File: src/rtl/blkmem_port_arbiter.sv
// rtl/blkmem_port_arbiter.sv - port-B arbiter for the shared block RAM (CPU data port vs UART loader)
// One grant per cycle; read data is steered back to its issuer one cycle later.
module blkmem_port_arbiter #(
  parameter int AW       = 11,
  parameter int DW       = 32,
  parameter int MAX_WAIT = 4
) (
  input  logic          clk,
  input  logic          Rst,
  input  logic          boot_mode,
  input  logic          c_req,
  input  logic [3:0]    c_we,
  input  logic [AW-1:0] c_addr,
  input  logic [DW-1:0] c_din,
  output logic          c_gnt,
  output logic          c_rvalid,
  output logic [DW-1:0] c_rdata,
  input  logic          l_req,
  input  logic [3:0]    l_we,
  input  logic [AW-1:0] l_addr,
  input  logic [DW-1:0] l_din,
  output logic          l_gnt,
  output logic          l_rvalid,
  output logic [DW-1:0] l_rdata,
  output logic          m_en,
  output logic [3:0]    m_we,
  output logic [AW-1:0] m_addr,
  output logic [DW-1:0] m_din,
  input  logic [DW-1:0] m_dout
);

  localparam logic [3:0] WAIT_LIM = 4'(MAX_WAIT);

  typedef enum logic {
    OWN_CPU = 1'b0,
    OWN_LDR = 1'b1
  } owner_t;

  owner_t     last_gnt;
  logic [3:0] wait_cnt;
  logic       rd_pend_v;
  owner_t     rd_pend_own;
  logic       cpu_wins;

  // Conflict resolution: loader priority with a starvation escape in boot mode,
  // otherwise alternate away from whoever was granted last.
  always_comb begin
    cpu_wins = 1'b0;
    if (c_req && l_req) begin
      if (boot_mode) cpu_wins = (wait_cnt == WAIT_LIM);
      else           cpu_wins = (last_gnt == OWN_LDR);
    end else begin
      cpu_wins = c_req;
    end
  end

  assign c_gnt = !Rst && c_req && cpu_wins;
  assign l_gnt = !Rst && l_req && !cpu_wins;

  always_comb begin
    m_en   = 1'b0;
    m_we   = 4'b0;
    m_addr = '0;
    m_din  = '0;
    if (c_gnt) begin
      m_en   = 1'b1;
      m_we   = c_we;
      m_addr = c_addr;
      m_din  = c_din;
    end else if (l_gnt) begin
      m_en   = 1'b1;
      m_we   = l_we;
      m_addr = l_addr;
      m_din  = l_din;
    end
  end

  // A pending tag captured just before reset must not surface during reset.
  assign c_rvalid = !Rst && rd_pend_v && (rd_pend_own == OWN_CPU);
  assign l_rvalid = !Rst && rd_pend_v && (rd_pend_own == OWN_LDR);
  assign c_rdata  = c_rvalid ? m_dout : '0;
  assign l_rdata  = l_rvalid ? m_dout : '0;

  always_ff @(posedge clk) begin
    if (Rst) begin
      last_gnt    <= OWN_LDR;
      wait_cnt    <= 4'd0;
      rd_pend_v   <= 1'b0;
      rd_pend_own <= OWN_CPU;
    end else begin
      if (c_gnt)      last_gnt <= OWN_CPU;
      else if (l_gnt) last_gnt <= OWN_LDR;

      if (c_req && !c_gnt) begin
        if (wait_cnt < WAIT_LIM) wait_cnt <= wait_cnt + 4'd1;
      end else begin
        wait_cnt <= 4'd0;
      end

      rd_pend_v   <= m_en && (m_we == 4'b0);
      rd_pend_own <= l_gnt ? OWN_LDR : OWN_CPU;
    end
  end

endmodule

File: config.mk
export PLATFORM = sky130hd
export DESIGN_NAME = blkmem_port_arbiter
export DESIGN_NICKNAME = d
export VERILOG_FILES = /design/src/rtl/blkmem_port_arbiter.sv
export SDC_FILE = /design/constraint.sdc
export NUM_CORES = 1
export LEC_CHECK = 0
export ABC_CLOCK_PERIOD_IN_PS = 2000
export BUFFER_PORTS_ARGS = -buffer_cell sky130_fd_sc_hd__buf_2
export CAP_MARGIN = 10
export CORE_AREA = 2 2 96 98
export CTS_CLUSTER_DIAMETER = 30
export DETAILED_ROUTE_END_ITERATION = 8
export DIE_AREA = 0 0 98 100
export GPL_ROUTABILITY_DRIVEN = 1
export SLEW_MARGIN = 40
export SYNTH_ARGS = -nofsm -noshare
export SYNTH_HDL_FRONTEND = slang
export SYNTH_SLANG_ARGS = --single-unit
File: constraint.sdc
create_clock -name clk -period 2 [get_ports clk]
set_clock_uncertainty 0.1 [all_clocks]
set_input_delay 0.1 -clock clk [delete_from_list [all_inputs] [get_ports clk]]
set_output_delay 0.1 -clock clk [all_outputs]
set_load 0.01 [all_outputs]
==> Word level (Yosys, flattened, before mapping) <==
Cells that the tools add are included.
{ "word_totals": {"inputBits": 131, "out_inout_bits": 116, "elab_cells": 39, "register_bits": 7} }
{ "classes": {"n_reduce_logical": 16, "n_addsub": 1, "n_mux": 14, "order_cmp": 1, "bitwise": 2, "n_eq_ne": 1} }
{ "ops": {"columns": ["operator", "n"], "rows": [
  ["$mux W32", 4],
  ["$mux W11", 2],
  ["$logic_and A1 B1 Y1", 10],
  ["$mux W4", 2],
  ["$mux W1", 6],
  ["$add A4 B1 Y4 const B", 1],
  ["$eq A4 B3 Y1 const B", 1],
  ["$logic_not A4 Y1", 1],
  ["$lt A4 B3 Y1 const B", 1],
  ["$logic_not A1 Y1", 3],
  ["$not A1 Y1", 2],
  ["$reduce_bool A2 Y1", 1],
  ["$reduce_or A2 Y1", 1]
]} }

==> Depth between registers and ports, before layout <==
{ "logic_depth": {"word_depth": 9, "mapped_depth": 7, "depth_no_buf": 6} }

==> Worst setup path before layout <==
Ideal clock, no wire load.
{ "synth_path": {"kind": "flip-flop to output port", "startpoint": "register wait_cnt[0]", "endpoint": "output m_addr[0]", "stages_incl_launch_ff": 8, "setup_slack_ns": 0.253, "n_path_buf": 1, "t_arrival_ns": 1.547, "required_time_ns": 1.800, "cell_sequence": "dfxtp_1 > inv_1 > ha_1 > nand4b_4 > and3_4 > nor3_4 > buf_6 > a22o_1"} }
{ "synth_via": {"word_cells_on_any_way": 8, "classes_between": "eq/ne (1); mux (4); reduce/logical (3)"} }
{ "synth_lines": {"columns": ["item", "line", "rtl"], "rows": [
  ["from (decl)", "40", "logic [3:0] wait_cnt;"],
  ["from (signal assigned)", "95", "if (wait_cnt < WAIT_LIM) wait_cnt <= wait_cnt + 4'd1;"],
  ["$eq A4 B3 Y1", "50", "if (boot_mode) cpu_wins = (wait_cnt == WAIT_LIM);"],
  ["$mux W1", "50", null],
  ["$mux W1", "49", "if (c_req && l_req) begin"],
  ["$logic_and A1 B1 Y1", "57", "assign c_gnt = !Rst && c_req && cpu_wins;"],
  ["named net c_gnt", "15", "output logic c_gnt,"],
  ["$mux W11", "65", "if (c_gnt) begin"],
  ["to (decl)", "27", "output logic [AW-1:0] m_addr,"]
]} }
The timed path passes the listed nets, and every way through them passes these cells.

==> Worst setup path in the final report <==
{ "layout_path": {"startpoint": "register wait_cnt[0]", "endpoint": "output m_addr[1]"} }
{ "layout_via": {"elab_chain_len": 7, "word_cells_on_any_way": 8, "classes_between": "eq/ne (1); mux (4); reduce/logical (3)"} }
{ "layout_lines": {"columns": ["item", "line", "rtl"], "rows": [
  ["$eq A4 B3 Y1 *", "50", null],
  ["$mux W1 *", "50", null],
  ["$mux W1 *", "49", null],
  ["$logic_not A1 Y1", "58", "assign l_gnt = !Rst && l_req && !cpu_wins;"],
  ["$logic_and A1 B1 Y1", "58", null],
  ["$mux W11", "70", "end else if (l_gnt) begin"],
  ["$mux W11 *", "65", null]
]} }
Mark *: on every way between the ends. The rest lies on a longest branch, timed or not.

==> reports/qor.txt <==
Min-delay src: c_we[1]
Synth cell types: 29
Comb pwr share: 0.576
PortBufs: 246
Post-Syn Instances: 174
Vias/cell: 4.20
Post-synthesis register bit count: 7
Clock latency on the worst-skew pair: 0.23 ns
Async set-or-reset flop fraction in the synthesized netlist: 0
Ant diodes: 0
Worst Path Max Fanout: 36
Crit path largest cell delay: 0.33 ns
Power Dens Cells: 290 nW/um2
Req. time, crit path: 1.80 ns
Total leakage power: 0.00174 uW
Aggregate global-route resource usage: 0.115
Share of layout cells above drive strength 1: 0.682
RR Startpoint: wait_cnt[0]
Via count: 2221
Setup ws final: 0.0146 ns
Clock slew at reported path FFs: 0.04 ns
Routed wire per std cell: 12.6 um
Setup violations, final: 0
Crit-path cells: inv_2 -> ha_4 -> nand4b_4 -> and3_4 -> nor3_4 -> buf_12 -> a22o_1 -> buf_2
Remaining antenna violation count: 0
Worst setup EP type: output port
Fin nets: 552
Synthesized area per cell: 7.77 um2
Fin. max-slew vios: 0
Critical Path Source: wait_cnt[0]
Layout Area Growth over Synthesis: 110%
Core area: 8890 um2
Routed WL: 6690 um
Arrival @ worst endpoint: 1.79 ns
Initial antenna violation count: 0
Fmax: 504 MHz
CTS HTree Levels: 1
Most common cell after layout, fill and taps aside: buf_2
CP Launch Type: register
Crit share post-route: 0.993
Count of flip-flops with a built-in enable after synthesis: 0
Clock Tree Buf Depth: 2
Internal: 539 uW
TritonCTS Sinks: 7
Die width: 98 um
Switching share of power: 0.344
CP max-delay cell: dfxtp_2
Synth Flop Type: dfxtp_1
CTS tree: built
DP Worst Slack: 0.150 ns
DIE AREA: 9800 um2
Tmin final: 1.99 ns
Relative slew slack: 0.833
GP Congestion: 0.792
RSZ-0062 raised after global routing: true
Overflow after GRT: 0
Fin Setup TNS: 0 ns
Clock network power share: 0.242
Final instance area: 2840 um2
Pre-antenna DRT Iters: 4
Max-cap violations: 0
Synthesized Nets: 307
Die Y-Extent: 100 um
Num CTS Buffers: 3
Overall Power: 822 uW
Site row count: 35
Vias in the first global route: 1867
Sequential fraction of the synthesis area: 0.104
Dpl hpwl: 5720 um
Starting Density: 0.152
Worst slew pin tran: 0.251 ns
Hold buffer count at cts: 0
Worst VDD drop: 0.113 mV
DRC viols: 0
Worst Setup Path Type: reg2out
Warnings from Yosys: 0
Area after DPL: 2700 um2
I/O pins: 247
Outcome: finished, final reports clean
Commonest non-fill, non-tap cells in the layout: 244 x buf_2, 64 x and2_1, 32 x a22o_1
Final Core Density: 0.319
NetSw: 283 uW
CTS Root Cell: clkbuf_8
Largest net degree at the start of global routing: 46
First-pass GRT wire length: 9200 um
Final Hold Vio Count: 0
Starting DRT DRC Count: 51
Synthesized cell area: 1350 um2
Hold Crit Class: in2reg
Register share of total power: 0.182
## power groups by stage
| stage | clock, uW | combinational [uW] | sequential, uW |
|---|---|---|---|
| after floorplan | 0 | 207 | 151 |
| after global placement | 0 | 443 | 151 |
| after global routing | 213 | 515 | 150 |
| after detailed placement | 0 | 450 | 152 |
| final | 199 | 473 | 150 |
| after CTS | 205 | 461 | 150 |
## flip-flops by register name (all words and copies together) (netlist names)
name / flops
wait_cnt: 4
rd_pend_own: 1
rd_pend_v: 1
last_gnt: 1
## per-stage QoR
| step | hold slack (ns) | cells |
|---|---|---|
| 2_1_floorplan | 0.120 | 174 |
| 3_3_place_gp | 0.324 | 521 |
| 3_5_place_dp | 0.331 | 521 |
| 4_1_cts | 0.0934 | 527 |
| 5_1_grt | 0.104 | 529 |
| 6_report | 0.0912 | 529 |
## area by class of cell
cell class	instances	area, um2
well taps	111	139
inverters	4	15.0
flip-flops and latches	7	143
multi-input cells	148	1140
clock buffers	4	45.0
repair buffers	255	1360
fillers	975	6050
## cells in the mapped netlist (2+ instances only)
library cell | n | area [um2]
a21oi_1 | 3 | 15.0
inv_1 | 4 | 15.0
dfxtp_1 | 7 | 140
mux2i_1 | 2 | 20.0
a22o_1 | 32 | 280
ha_1 | 2 | 25.0
nor3_1 | 2 | 10.0
and2_1 | 64 | 400
nand2_1 | 4 | 15.0
nand3b_1 | 2 | 15.0
clkbuf_1 | 6 | 22.5
buf_2 | 5 | 25.0
nor2_1 | 9 | 33.8
a22o_2 | 12 | 120
buf_6 | 4 | 45.0
nand2b_1 | 3 | 18.8
## worst paths after layout
path,endpoint,slack (ns),depth (start not counted)
min reg2reg,wait_cnt[3],0.39,2
min,rd_pend_v,0.09,3
max,m_addr[1],0.01,8
max reg2reg,rd_pend_v,0.38,7
## metal layers
metal	global-route usage	part of all wire
met5	0	0
met4	0.0267	0.0091
met3	0.0376	0.10
met1	0.146	0.40
met2	0.192	0.49
## worst max-delay path, delay by kind of cell, from the launching register on
| family | cells | cell delay [ns] |
|---|---|---|
| DFF | 1 | 0.33 |
| buffers and inverters | 3 | 0.40 |
| and+or+nand+nor | 3 | 0.50 |
| adders and majority gates | 1 | 0.13 |
| AOI/OAI and AO/OA | 1 | 0.17 |
## what timing repair did
item | in CTS | in global routing
setup endpoints to repair | 44 | 46
pin swaps | 2 | 0
gates cloned | 0 | 1
setup buffers | 2 | 1
resized for setup | 5 | 10
## logic make-up (layout without fill, tap and decap cells)
family / count (synthesis) / in the layout / synth area share
xor gates and xnor gates: 1 / 1 / 0.00648
buffers and inverters: 19 / 263 / 0.0796
and+or+nand+nor: 93 / 93 / 0.444
AOI/OAI and AO/OA: 50 / 50 / 0.333
muxes: 2 / 2 / 0.0148
DFF: 7 / 7 / 0.104
adders and majority gates: 2 / 2 / 0.0185
No activity file was read; power rests on OpenSTA's default activity.
